[src/rtl/muldiv_unit.sv]
// -----------------------------------------------------------------------------
// muldiv_unit
//
// Purpose: multi-cycle 32x32 multiply / divide unit that owns the HI/LO pair.
// Multiplication is shift-add, one multiplier bit per cycle, LSB first.
// Division is restoring, one quotient bit per cycle, MSB first. Signed
// operations work on magnitudes and apply the result signs in a final FIX
// cycle. Every operation takes 33 cycles from start to commit.
//
// Ports:
//   clk        in   1   system clock, rising edge
//   rst_n      in   1   synchronous active-low reset
//   start      in   1   issue pulse from the execute stage
//   op         in   2   00 MULT, 01 MULTU, 10 DIV, 11 DIVU
//   in1        in  32   multiplicand / dividend
//   in2        in  32   multiplier / divisor
//   mthi       in   1   write wdata into HI (IDLE only)
//   mtlo       in   1   write wdata into LO (IDLE only)
//   wdata      in  32   MTHI/MTLO data
//   hi         out 32   HI register (remainder / product[63:32])
//   lo         out 32   LO register (quotient / product[31:0])
//   busy       out  1   operation in flight, HI/LO not yet valid
//   done       out  1   one-cycle pulse, HI/LO just committed
//   dbg_state  out  2   current FSM state (0 IDLE, 1 RUN, 2 FIX)
//
// Handshake: start behaves as a valid with busy acting as an inverted ready.
// A start is accepted only on an edge where busy is low; starts seen while
// busy is high are dropped, as are mthi/mtlo. When start and mthi/mtlo are
// both high in IDLE, start is taken and the register writes are discarded.
// -----------------------------------------------------------------------------
module muldiv_unit (
  input  logic        clk,
  input  logic        rst_n,
  input  logic        start,
  input  logic [1:0]  op,
  input  logic [31:0] in1,
  input  logic [31:0] in2,
  input  logic        mthi,
  input  logic        mtlo,
  input  logic [31:0] wdata,
  output logic [31:0] hi,
  output logic [31:0] lo,
  output logic        busy,
  output logic        done,
  output logic [1:0]  dbg_state
);

  typedef enum logic [1:0] {
    S_IDLE = 2'd0,
    S_RUN  = 2'd1,
    S_FIX  = 2'd2
  } state_t;

  state_t      r_state;
  state_t      w_next;

  logic [4:0]  r_cnt;
  logic        r_is_div;
  logic        r_neg_lo;   // negate product / quotient
  logic        r_neg_hi;   // negate remainder (dividend sign)
  logic        r_div0;
  logic [31:0] r_raw1;     // unmodified in1, returned in HI on divide by zero
  logic [31:0] r_dvsr;     // multiplicand magnitude or divisor magnitude
  logic [63:0] r_acc;      // mult: {partial product, remaining multiplier}
                           // div:  [31:0] dividend bits shifting out, quotient bits shifting in
  logic [31:0] r_rem;
  logic [31:0] r_hi;
  logic [31:0] r_lo;
  logic        r_busy;
  logic        r_done;

  // Operand magnitudes and signs, only meaningful on the accept cycle.
  logic        w_signed;
  logic        w_a_neg;
  logic        w_b_neg;
  logic [31:0] w_a_mag;
  logic [31:0] w_b_mag;

  assign w_signed = ~op[0];
  assign w_a_neg  = w_signed & in1[31];
  assign w_b_neg  = w_signed & in2[31];
  assign w_a_mag  = w_a_neg ? (32'd0 - in1) : in1;
  assign w_b_mag  = w_b_neg ? (32'd0 - in2) : in2;

  // Shift-add step: add the multiplicand into the upper half when the
  // current multiplier LSB is set, then shift the whole accumulator right.
  logic [32:0] w_sum;
  logic [63:0] w_acc_mul;

  assign w_sum     = {1'b0, r_acc[63:32]} + (r_acc[0] ? {1'b0, r_dvsr} : 33'd0);
  assign w_acc_mul = {w_sum, r_acc[31:1]};

  // Restoring division step on a 33-bit partial remainder. If the shifted
  // remainder is at least the divisor, the difference is below the divisor
  // and therefore fits back into 32 bits, so a 32-bit subtract is exact.
  logic [32:0] w_shift;
  logic        w_qbit;
  logic [31:0] w_rem_next;

  assign w_shift    = {r_rem, r_acc[31]};
  assign w_qbit     = w_shift[32] | (w_shift[31:0] >= r_dvsr);
  assign w_rem_next = w_shift[31:0] - (w_qbit ? r_dvsr : 32'd0);

  // Final sign correction.
  logic [63:0] w_prod;
  logic [31:0] w_quo;
  logic [31:0] w_rem_s;

  assign w_prod  = r_neg_lo ? (64'd0 - r_acc) : r_acc;
  assign w_quo   = r_neg_lo ? (32'd0 - r_acc[31:0]) : r_acc[31:0];
  assign w_rem_s = r_neg_hi ? (32'd0 - r_rem) : r_rem;

  // FSM state register.
  always_ff @(posedge clk) begin
    if (!rst_n) begin
      r_state <= S_IDLE;
    end else begin
      r_state <= w_next;
    end
  end

  // FSM next-state logic.
  always_comb begin
    w_next = r_state;
    case (r_state)
      S_IDLE:  if (start) w_next = S_RUN;
      S_RUN:   if (r_cnt == 5'd0) w_next = S_FIX;
      S_FIX:   w_next = S_IDLE;
      default: w_next = S_IDLE;
    endcase
  end

  // Datapath and registered outputs.
  always_ff @(posedge clk) begin
    if (!rst_n) begin
      r_cnt    <= 5'd0;
      r_is_div <= 1'b0;
      r_neg_lo <= 1'b0;
      r_neg_hi <= 1'b0;
      r_div0   <= 1'b0;
      r_raw1   <= 32'd0;
      r_dvsr   <= 32'd0;
      r_acc    <= 64'd0;
      r_rem    <= 32'd0;
      r_hi     <= 32'd0;
      r_lo     <= 32'd0;
      r_busy   <= 1'b0;
      r_done   <= 1'b0;
    end else begin
      r_done <= 1'b0;
      case (r_state)
        S_IDLE: begin
          if (start) begin
            r_cnt    <= 5'd31;
            r_is_div <= op[1];
            r_neg_lo <= w_a_neg ^ w_b_neg;
            r_neg_hi <= w_a_neg;
            r_div0   <= op[1] & (in2 == 32'd0);
            r_raw1   <= in1;
            r_rem    <= 32'd0;
            r_busy   <= 1'b1;
            if (op[1]) begin
              r_dvsr <= w_b_mag;
              r_acc  <= {32'd0, w_a_mag};
            end else begin
              r_dvsr <= w_a_mag;
              r_acc  <= {32'd0, w_b_mag};
            end
          end else begin
            if (mthi) r_hi <= wdata;
            if (mtlo) r_lo <= wdata;
          end
        end
        S_RUN: begin
          if (r_cnt != 5'd0) r_cnt <= r_cnt - 5'd1;
          if (r_is_div) begin
            r_rem        <= w_rem_next;
            r_acc[31:0]  <= {r_acc[30:0], w_qbit};
          end else begin
            r_acc <= w_acc_mul;
          end
        end
        S_FIX: begin
          r_busy <= 1'b0;
          r_done <= 1'b1;
          if (!r_is_div) begin
            r_hi <= w_prod[63:32];
            r_lo <= w_prod[31:0];
          end else if (r_div0) begin
            r_hi <= r_raw1;
            r_lo <= 32'hFFFF_FFFF;
          end else begin
            r_hi <= w_rem_s;
            r_lo <= w_quo;
          end
        end
        default: begin
          r_busy <= 1'b0;
        end
      endcase
    end
  end

  assign hi        = r_hi;
  assign lo        = r_lo;
  assign busy      = r_busy;
  assign done      = r_done;
  assign dbg_state = r_state;

endmodule

[config.mk]
export PLATFORM = sky130hd
export DESIGN_NAME = muldiv_unit
export DESIGN_NICKNAME = d
export VERILOG_FILES = /design/src/rtl/muldiv_unit.sv
export SDC_FILE = /design/constraint.sdc
export NUM_CORES = 1
export LEC_CHECK = 0
export BUFFER_PORTS_ARGS = -buffer_cell sky130_fd_sc_hd__buf_2
export CAP_MARGIN = 20
export CELL_PAD_IN_SITES_DETAIL_PLACEMENT = 1
export CELL_PAD_IN_SITES_GLOBAL_PLACEMENT = 1
export CORE_MARGIN = 1
export CORE_UTILIZATION = 34
export CTS_CLUSTER_SIZE = 16
export DETAILED_ROUTE_END_ITERATION = 6
export PLACE_DENSITY_LB_ADDON = 0.1
export SYNTH_ARGS = -nofsm -noshare
export SYNTH_HDL_FRONTEND = slang
export SYNTH_SLANG_ARGS = --single-unit
[constraint.sdc]
create_clock -name clk -period 10.82 [get_ports clk]
set_input_delay 2.164 -clock clk [delete_from_list [all_inputs] [get_ports clk]]
set_output_delay 2.164 -clock clk [all_outputs]
set_load 0.05 [all_outputs]
==> results.yml <==
clocking:
  htree_levels: 1
  cts.sinks: 237
  ctsLongestPathBuffers: 3
  cts_tree: "yes"
  path_clk_slew_ns: 0.06
  cts_buffers: 31
  clock_latency_ns: 0.61
  cts.repair.resized: 0
  post_cts_buffers: 0
  root_buffer: "clkbuf_16"
  holdBufCountCts: 0
timing:
  skew_ns: 0.0189
  finalSetupViolCount: 0
  min_period_over_period_pct: 54.2
  fin_ws_ns: 4.95
  worst_pin_slew_ns: 1.04
  max_freq_mhz: 170
  rsz0062_at_grt: "false"
  tns_ns: 0
  slew_headroom_pct: 29.8
  final.min_clock_period_ns: 5.87
  hold_viol: 0
  drv_slew: 0
placement:
  place_congestion: 0.932
  port_buffers: 170
  place_area_um2: 18900
  pre_cts_ws_ns: 5.00
  hpwl_mm: 60.7
final_layout:
  syn_to_final_growth_pct: 14.0
  finalNetCount: 2631
  final_cell_mix: "nand2_1 (359), dfxtp_1 (235), a21oi_1 (222)"
  drive_gt1_share_pct: 11.9
  diodes: 0
  final_common_cell: "nand2_1"
  final_area_um2: 20000
drt:
  antenna_left: 0
  drc_errors: 0
  num_vias: 18200
  wl_mm: 77.2
  drt-initial-drc-count: 1171
  first_pass_iters: 5
  avgViaCountPerCell: 5.86
  drt-wirelength-per-cell_um: 24.8
setup_path:
  r2r_cells: 18
  timing.rr.end: "r_rem[30]"
  cp_max_fo: 20
  r2r_setup_slack_ns: 4.95
  end_kind: "flop"
  r2r_start: "r_rem[8]"
  worstSetupPathType: "flop to flop"
  cp.required_ns: 11.27
  start_kind: "flop"
  cp.arrival_ns: 6.32
die:
  dieArea_um2: 52500
  die_h_um: 229
  coreArea_um2: 50500
  ioPinCount: 171
  rows: 82
  start_util_pct: 34.7
  die_w_um: 229
global_route:
  grtUsageTotal_pct: 28.8
  grt_pass1_vias: 18100
  antenna_found_initial: 3
  grt_first_pass_wirelength_mm: 115
  grt-ovfl-total: 0
  grt_max_degree: 79
synth:
  async_flop_share_pct: 0
  yosys_warnings: 0
  synth-main-ff-cell: "dfxtp_1"
  syn_nets: 2551
  synth_cell_types: 70
  syn_area_per_cell_um2: 7.50
  synth_area_leaders: "dfxtp_1 (27%), ha_1 (7.8%), nand2_1 (7.7%), a21oi_1 (6.3%), xnor2_1 (5.9%)"
  synth_edf_count: 0
  ys_ff_latch: 237
  yosys.area.top_type: "dfxtp_1"
  syn_inst: 2337
  synth_top_area_share_pct: 27.1
  synthesis.area_um2: 17500
  seq_area_frac_synth_pct: 27.1
power_and_ir_drop:
  vdd_drop_max_uv: 125
  power_density_nw_per_um2: 146
  p_leak_uw: 0.00797
hold_path:
  hold_depth: 2
  hp-start: "lo[17]"
  hold_path_class: "flop to flop"
  whs_endpoint: "lo[17]"
outcome:
  outcome: "completed"
job:
  cap_violations: 0
area by class of cell:
type | count | area [µm²]
fillers | 6257 | 30500
multi-input cells | 1883 | 12000
flip-flops and latches | 237 | 4750
repair buffers | 199 | 1120
clock buffers | 43 | 871
well taps | 672 | 841
inverters | 65 | 246
clock inverters | 12 | 158
worst max-delay path: stages, from the launching register on:
cell	delay [ns]
dfxtp_1	0.49
ha_1	0.31
a2111oi_0	0.34
o21ai_0	0.22
a2111oi_0	0.53
a21oi_1	0.20
or4_1	0.67
buf_4	0.33
nand2_1	0.15
ha_1	0.30
a21oi_1	0.18
o21ai_0	0.16
a2111oi_0	0.77
nor3_1	0.10
a211oi_1	0.38
a21oi_1	0.12
a21oi_1	0.19
xor2_1	0.17
o21ai_0	0.09
report_power, final:
group | switching [µW] | internal (µW)
clock network | 431 | 631
registers | 81.7 | 934
logic | 551 | 288
total | 1060 | 1850
stage by stage:
stage	instances	utilization (%)	power [µW]	hold slack, ns
global route	3111	39.6	3050	0.475
global placement	3053	37.4	1850	0.440
finish	3111	39.6	2920	0.451
CTS	3109	39.5	2930	0.455
detailed placement	3054	37.4	1860	0.446
floorplan	2337	-	1570	0.433
kinds of logic (layout without fill, tap and decap cells):
group / count (synthesis) / in the layout / synth area share, %
mux: 47 / 47 / 2.78
buf+inv: 217 / 319 / 4.66
flops: 237 / 237 / 27.1
fa+ha+maj: 111 / 111 / 8.01
simple gates: 772 / 772 / 19.9
compound gates: 749 / 749 / 27.4
xor+xnor: 204 / 204 / 10.2
state kept, by name, summed over array words and instances, names as in the netlist:
name,flops
r_div0,1
r_is_div,1
lo,32
r_cnt,5
r_raw1,32
r_dvsr,32
r_neg_hi,1
dbg_state,2
r_rem,32
r_neg_lo,1
r_acc,64
busy,1
done,1
hi,32
synthesized netlist by cell type (all sizes together), types with 12 or more instances:
master,n
o31ai,48
buf,17
nand4,14
or4,20
nand3,40
dfxtp,237
or3,29
ha,109
nand2b,17
a221oi,18
mux2,13
a22oi,25
a31oi,17
o221ai,41
o21a,12
and2,14
nor3,49
nor2,163
a211oi,40
clkbuf,135
nor2b,16
inv,64
o211ai,43
xnor2,118
nand2,359
a21o,32
mux2i,34
nor4,19
xor2,86
a21oi,222
o21ai,166
o41ai,17
per-layer routing:
metal / track usage (%) / vias to the layer above / wire length (µm)
met3: 4.99 / 105 / 4600
met4: 9.40 / 6 / 2620
li1: - / 8623 / -
met2: 45.0 / 495 / 33900
met1: 39.8 / 9004 / 36100
met5: 0 / - / 41
worst max path at each step:
| stage | end | cells past startpoint | from | slack [ns] |
|---|---|---|---|---|
| after CTS | r_rem[30] | 18 | r_rem[8] | 4.95 |
| after global placement | r_rem[31] | 18 | r_rem[8] | 5.12 |
| after global routing | r_rem[30] | 18 | r_rem[8] | 4.43 |
| after detailed placement | r_rem[30] | 18 | r_rem[8] | 5.00 |
| final | r_rem[30] | 18 | r_rem[8] | 4.95 |
| after floorplan | r_rem[31] | 20 | r_rem[8] | 6.09 |
Note: power is estimated with default switching activity, not from simulation.
